`config.mk`:
```
export PLATFORM = sky130hd
export DESIGN_NAME = shared_mem_port
export DESIGN_NICKNAME = d
export VERILOG_FILES = /design/src/rtl/shared_mem_pkg.sv /design/src/rtl/shared_mem_port_onehot_mux.sv /design/src/rtl/shared_mem_port.sv
export SDC_FILE = /design/constraint.sdc
export NUM_CORES = 1
export LEC_CHECK = 0
export CORE_MARGIN = 8
export CORE_UTILIZATION = 32
export DETAILED_ROUTE_END_ITERATION = 8
export GPL_TIMING_DRIVEN = 0
export PLACE_DENSITY = 0.87
export REMOVE_ABC_BUFFERS = 1
export SLEW_MARGIN = 10
export SYNTH_ARGS = -nofsm -noshare
export SYNTH_HDL_FRONTEND = slang
export SYNTH_HIERARCHICAL = 1
export SYNTH_SLANG_ARGS = --single-unit
```
`constraint.sdc`:
```
create_clock -name clk -period 1.3 [get_ports clk]
set_input_delay 0.26 -clock clk [delete_from_list [all_inputs] [get_ports clk]]
set_output_delay 0.26 -clock clk [all_outputs]
set_load 0.1 [all_outputs]
```
`src/rtl/shared_mem_pkg.sv`:
```
// rtl/shared_mem_pkg.sv - shared types and helpers for the shared memory port
//
// Purpose: port count, FSM state encoding and the one-hot bit select used by
//          the owner-driven field multiplexers.
// Ports:   none (package).

package shared_mem_pkg;

  // Requester count; fixed to 4 to line up with the round-robin arbiter.
  localparam int N_PORTS = 4;

  typedef enum logic [1:0] {
    IDLE     = 2'd0,
    ISSUE    = 2'd1,
    WAIT_RSP = 2'd2
  } state_t;

  // One-hot select of a single bit column: bits[i] is port i's copy of the
  // bit. A zero select yields 0, which keeps the latched fields clean.
  function automatic logic onehot_sel(input logic [N_PORTS-1:0] sel,
                                      input logic [N_PORTS-1:0] bits);
    return |(sel & bits);
  endfunction

endpackage

```
`src/rtl/shared_mem_port_onehot_mux.sv`:
```
// rtl/shared_mem_port_onehot_mux.sv - AND-OR field select by one-hot owner
//
// Purpose: picks port i's W-bit field out of a packed per-port vector when
//          sel is one-hot at bit i; returns 0 when sel is zero.
// Ports:   sel  in  N_PORTS    one-hot (or zero) port select
//          vec  in  N_PORTS*W  per-port fields, port i at [i*W +: W]
//          y    out W          selected field

module shared_mem_port_onehot_mux
  import shared_mem_pkg::*;
#(
  parameter int W = 8
) (
  input  logic [N_PORTS-1:0]   sel,
  input  logic [N_PORTS*W-1:0] vec,
  output logic [W-1:0]         y
);

  for (genvar b = 0; b < W; b++) begin : g_bit
    // Gather bit b of every port into one column, then select by owner.
    logic [N_PORTS-1:0] col;
    for (genvar i = 0; i < N_PORTS; i++) begin : g_port
      assign col[i] = vec[i*W + b];
    end
    assign y[b] = onehot_sel(sel, col);
  end

endmodule

```
`src/rtl/shared_mem_port.sv`:
```
// rtl/shared_mem_port.sv - single shared memory port behind a 4-way arbiter
//
// Purpose: forwards per-port requests to the arbiter, accepts the port whose
//          registered grant lines up with a live request, runs that one
//          command on the shared memory port and routes the response back.
// Ports:   clk, rst                     clock, synchronous active-high reset
//          cpu_req_valid/ready/we       per-port request handshake and type
//          cpu_req_addr/wdata           per-port packed address / write data
//          cpu_rsp_valid, cpu_rsp_rdata one-cycle response strobe + data
//          arb_req, arb_gnt             arbiter request out, registered grant in
//          mem_valid/ready/we/addr/wdata shared memory command channel
//          mem_rsp_valid, mem_rdata     shared memory response channel
//          err_stray_rsp                sticky: response seen outside WAIT_RSP

module shared_mem_port
  import shared_mem_pkg::*;
#(
  parameter int ADDR_W = 16,
  parameter int DATA_W = 32
) (
  input  logic                        clk,
  input  logic                        rst,
  input  logic [N_PORTS-1:0]          cpu_req_valid,
  output logic [N_PORTS-1:0]          cpu_req_ready,
  input  logic [N_PORTS-1:0]          cpu_req_we,
  input  logic [N_PORTS*ADDR_W-1:0]   cpu_req_addr,
  input  logic [N_PORTS*DATA_W-1:0]   cpu_req_wdata,
  output logic [N_PORTS-1:0]          cpu_rsp_valid,
  output logic [DATA_W-1:0]           cpu_rsp_rdata,
  output logic [N_PORTS-1:0]          arb_req,
  input  logic [N_PORTS-1:0]          arb_gnt,
  output logic                        mem_valid,
  input  logic                        mem_ready,
  output logic                        mem_we,
  output logic [ADDR_W-1:0]           mem_addr,
  output logic [DATA_W-1:0]           mem_wdata,
  input  logic                        mem_rsp_valid,
  input  logic [DATA_W-1:0]           mem_rdata,
  output logic                        err_stray_rsp
);

  state_t              state;
  state_t              state_nx;
  logic [N_PORTS-1:0]  owner;
  logic [N_PORTS-1:0]  hit;
  logic                lat_we;
  logic [ADDR_W-1:0]   lat_addr;
  logic [DATA_W-1:0]   lat_wdata;
  logic                sel_we;
  logic [ADDR_W-1:0]   sel_addr;
  logic [DATA_W-1:0]   sel_wdata;

  // A grant only counts if the port is still asking; a grant for a dropped
  // request falls out here and the FSM stays in IDLE.
  assign hit = arb_gnt & cpu_req_valid;

  shared_mem_port_onehot_mux #(.W(1)) u_mux_we (
    .sel (hit),
    .vec (cpu_req_we),
    .y   (sel_we)
  );

  shared_mem_port_onehot_mux #(.W(ADDR_W)) u_mux_addr (
    .sel (hit),
    .vec (cpu_req_addr),
    .y   (sel_addr)
  );

  shared_mem_port_onehot_mux #(.W(DATA_W)) u_mux_wdata (
    .sel (hit),
    .vec (cpu_req_wdata),
    .y   (sel_wdata)
  );

  always_comb begin
    state_nx      = state;
    arb_req       = '0;
    cpu_req_ready = '0;
    mem_valid     = 1'b0;
    case (state)
      IDLE: begin
        arb_req       = cpu_req_valid;
        cpu_req_ready = hit;
        if (|hit) begin
          state_nx = ISSUE;
        end
      end
      ISSUE: begin
        // Requests are withheld from the arbiter while busy; the grant it
        // registered from the last IDLE cycle arrives now and is ignored.
        mem_valid = 1'b1;
        if (mem_ready) begin
          state_nx = WAIT_RSP;
        end
      end
      WAIT_RSP: begin
        if (mem_rsp_valid) begin
          state_nx = IDLE;
        end
      end
      default: begin
        state_nx = IDLE;
      end
    endcase
    // Keep every output quiet while reset is held, even the combinational ones.
    if (rst) begin
      arb_req       = '0;
      cpu_req_ready = '0;
      mem_valid     = 1'b0;
    end
  end

  always_ff @(posedge clk) begin
    if (rst) begin
      state         <= IDLE;
      owner         <= '0;
      lat_we        <= 1'b0;
      lat_addr      <= '0;
      lat_wdata     <= '0;
      cpu_rsp_valid <= '0;
      cpu_rsp_rdata <= '0;
      err_stray_rsp <= 1'b0;
    end else begin
      state         <= state_nx;
      cpu_rsp_valid <= '0;
      if (state == IDLE && |hit) begin
        owner     <= hit;
        lat_we    <= sel_we;
        lat_addr  <= sel_addr;
        lat_wdata <= sel_wdata;
      end
      if (state == WAIT_RSP && mem_rsp_valid) begin
        cpu_rsp_valid <= owner;
        // Write acks carry no data; never leak whatever is on mem_rdata.
        cpu_rsp_rdata <= lat_we ? '0 : mem_rdata;
      end
      if (state != WAIT_RSP && mem_rsp_valid) begin
        err_stray_rsp <= 1'b1;
      end
    end
  end

  assign mem_we    = lat_we;
  assign mem_addr  = lat_addr;
  assign mem_wdata = lat_wdata;

endmodule
```
==> metrics.md <==
| Metric | Value |
|---|---|
| Commonest non-fill, non-tap cell in the layout | clkdlybuf4s50_1 |
| H-tree lvl count | 3 |
| Multi-input gate area | 0.00273 mm^2 |
| Clock Root Buffer | clkbuf_16 |
| Required time worst endpoint | 1040 ps |
| Asr flop ratio synth | 0% |
| Critical Path, Cell by Cell | or3_4, nor2_4, buf_12 |
| RSZ-0062 raised after global routing | yes |
| CORE AREA | 0.0151 mm^2 |
| Clock buffer depth | 2 |
| Main synth FF type | dfxtp_1 |
| NumNets Final | 1088 |
| Post-route ant nets | 0 |
| FF+latch area | 0.00185 mm^2 |
| Cell at the slowest stage of the critical path | or3_4 |
| Share of post-route cells with drive strength above 1 | 21.5% |
| EDFF count, synth | 0 |
| Diodes inserted | 0 |
| Area Overhead vs Synth | 81.9% |
| Global-route wire length before repair | 30.4 mm |
| Avg Cell Area, Syn | 9.58 um^2 |
| Placed Area | 0.00821 mm^2 |
| Pre-CTS setup slack | -1490 ps |
| Initial Util | 32.4% |
| Synth area leaders | dfxtp_1, a22oi_1, nand2b_1 |
| Power density of the placed cells | 1090 mW/mm^2 |
| Chip height | 140 um |
| Die footprint | 0.0195 mm^2 |
| Clock skew | 10.5 ps |
| Max-cap violation count | 0 |
| Critical path arrival | 1500 ps |
| Most frequent cells in the layout | clkdlybuf4s50_1, nand2b_1, buf_4 |
| Reg power frac | 32.2% |
| Vias/cell | 5.02 |
| Buf+Inv Stages, Crit Path | 1 |
| Clock latency at the later pin of the worst-skew pair | 340 ps |
| LEAKAGE | 3.73 nW |
| Setup CP Type | reg -> out |
| Endpoint class of the critical path | primary output |
| GRT overflow | 0 |
| 1st-iter DRT viols | 207 |
| Comb pwr share | 40.6% |
| CP peak stage delay | 470 ps |
| Die Width | 140 um |
| Yosys cell types | 28 |
| Total power | 0.00971 W |
| Hold_buf cts | 0 |
| Via count | 5218 |
| CTS tree | done |
| Setup Viol. Count Final | 66 |
| Final instance area | 0.00890 mm^2 |
| Vias in the first global route | 5439 |
| Clock transition at the registers of the reported paths | 70 ps |
| Minimum clock period | 1760 ps |
| Routability-driven placement congestion ratio | 0.788 |
| Fin crit share | 136% |
| DRC Markers | 0 |
| Synth area leader | dfxtp_1 |
| Seq cells post-synth | 92 |
| Sw power | 0.00350 W |
| Failing checks | setup timing |
| Num CTS Buffers | 9 |
| Crit path max-delay family | simple AND/OR/NAND/NOR gates |
| Final Hold Viols | 0 |
| WL final | 20.2 mm |
| Share of Yosys cell area claimed by the top area cell type | 37.6% |
| HPWL after DPL | 14.4 mm |
| Layout filler cell count | 1274 |
| Outcome | complete, but fails checks |
| Worst Hold Class | in -> reg |
| # clock sinks | 92 |
| Fmax | 567 MHz |
| Drt wl/cell | 19.4 um |
| 1st-pass router iterations | 4 |
| Clock network power share | 27.2% |
| CP Launch Type | flip-flop |
| I/O Pins | 335 |
| Row cnt | 45 |
| Yosys warning count | 6 |
| Setup ws final | -464 ps |
| Total GRT Usage | 19.3% |
| Pin count of the biggest net entering global routing | 111 |
| Int Pwr | 0.00621 W |
| Core Util, Final | 59.0% |
| Synthesized cell area | 0.00489 mm^2 |
| Maximum vdd drop | 658 uV |
| Port bufs | 334 |
| Tightest Pin Transition | 401 ps |
| Switching Fraction | 36.0% |
| Crit path max fanout | 6 |
| Max-slew headroom | 73.3% |
| Post-synthesis cell count | 511 |
| Worst hold slack | 324 ps |
| Final Max Tran Viols | 0 |
| Register area share after synthesis | 37.6% |
| Antenna violations before repair | 0 |
## state kept, by name, indices dropped and copies added (netlist names)
register and cells:
state 2, mem_we 1, err_stray_rsp 1, mem_wdata 32
cpu_rsp_valid 4, owner 4, mem_addr 16, cpu_rsp_rdata 32
## what timing repair did
action | in CTS | in global routing
buffers inserted | 18 | 13
gates cloned | 4 | 1
setup endpoints to repair | 179 | 95
pin swaps | 24 | 8
resized for setup | 659 | 16
hold endpoints to repair | 0 | 0
## stage by stage
step           instances  TNS, ps
2_1_floorplan        464  -161580
3_3_place_gp         986  -419490
3_5_place_dp         995  -113030
4_1_cts             1032   -26280
5_1_grt             1040   -24760
6_report            1040   -20370
## final cells by class
cell class,instances,share of cell area (%)
Timing Repair Buffer,371,42.0
Multi-Input combinational cell,367,30.7
Sequential cell,92,20.8
Clock buffer,12,2.88
Tap cell,188,2.64
Clock inverter,3,0.520
Inverter,7,0.436
## path summary, 6_finish.rpt
kind,from,endpoint,slack (ps),cells past startpoint
worst max-delay path,state[1],cpu_req_ready[0],-460,3
worst min-delay path,rst,err_stray_rsp,320,2
worst max register to register,state[1],mem_addr[12],-420,9
worst min register to register,owner[3],cpu_rsp_valid[3],460,1
## routing by layer
metal | part of all wire (%) | wire (um) | track usage [%] | up-vias
met4 | 2.3 | 454 | 6.63 | 0
met2 | 51 | 10200 | 34.8 | 236
met5 | 0 | 0 | 0 | -
li1 | - | - | - | 2508
met1 | 38 | 7740 | 20.7 | 2441
met3 | 8.8 | 1770 | 6.74 | 33
## Yosys cell counts (all sizes together), types with 2 or more instances
master and count:
o32ai 2, nor2 7, inv 7, o22ai 2, nor3 2, nand2 55
buf 37, dfxtp 92, a22o 32, mux2i 49, clkbuf 10, a22oi 99
nand2b 100, and2 8
## cell families (layout without fill, tap and decap cells)
group,Yosys count,in the layout,synth area share [%]
buffers and inverters,54,393,9.38
DFF,92,92,37.6
and+or+nand+nor,176,177,19.7
muxes,49,49,10.0
AOI/OAI and AO/OA,140,141,23.3
## power by group through the flow
| stage | Clock (W) | Combinational (W) | Sequential, W |
|---|---|---|---|
| floorplan | 0 | 0.000913 | 0.00446 |
| global placement | 0 | 0.00358 | 0.00318 |
| detailed placement | 0 | 0.00361 | 0.00319 |
| CTS | 0.00272 | 0.00393 | 0.00312 |
| global route | 0.00283 | 0.00411 | 0.00315 |
| finish | 0.00264 | 0.00394 | 0.00313 |
No activity file was read; power rests on OpenSTA's default activity.
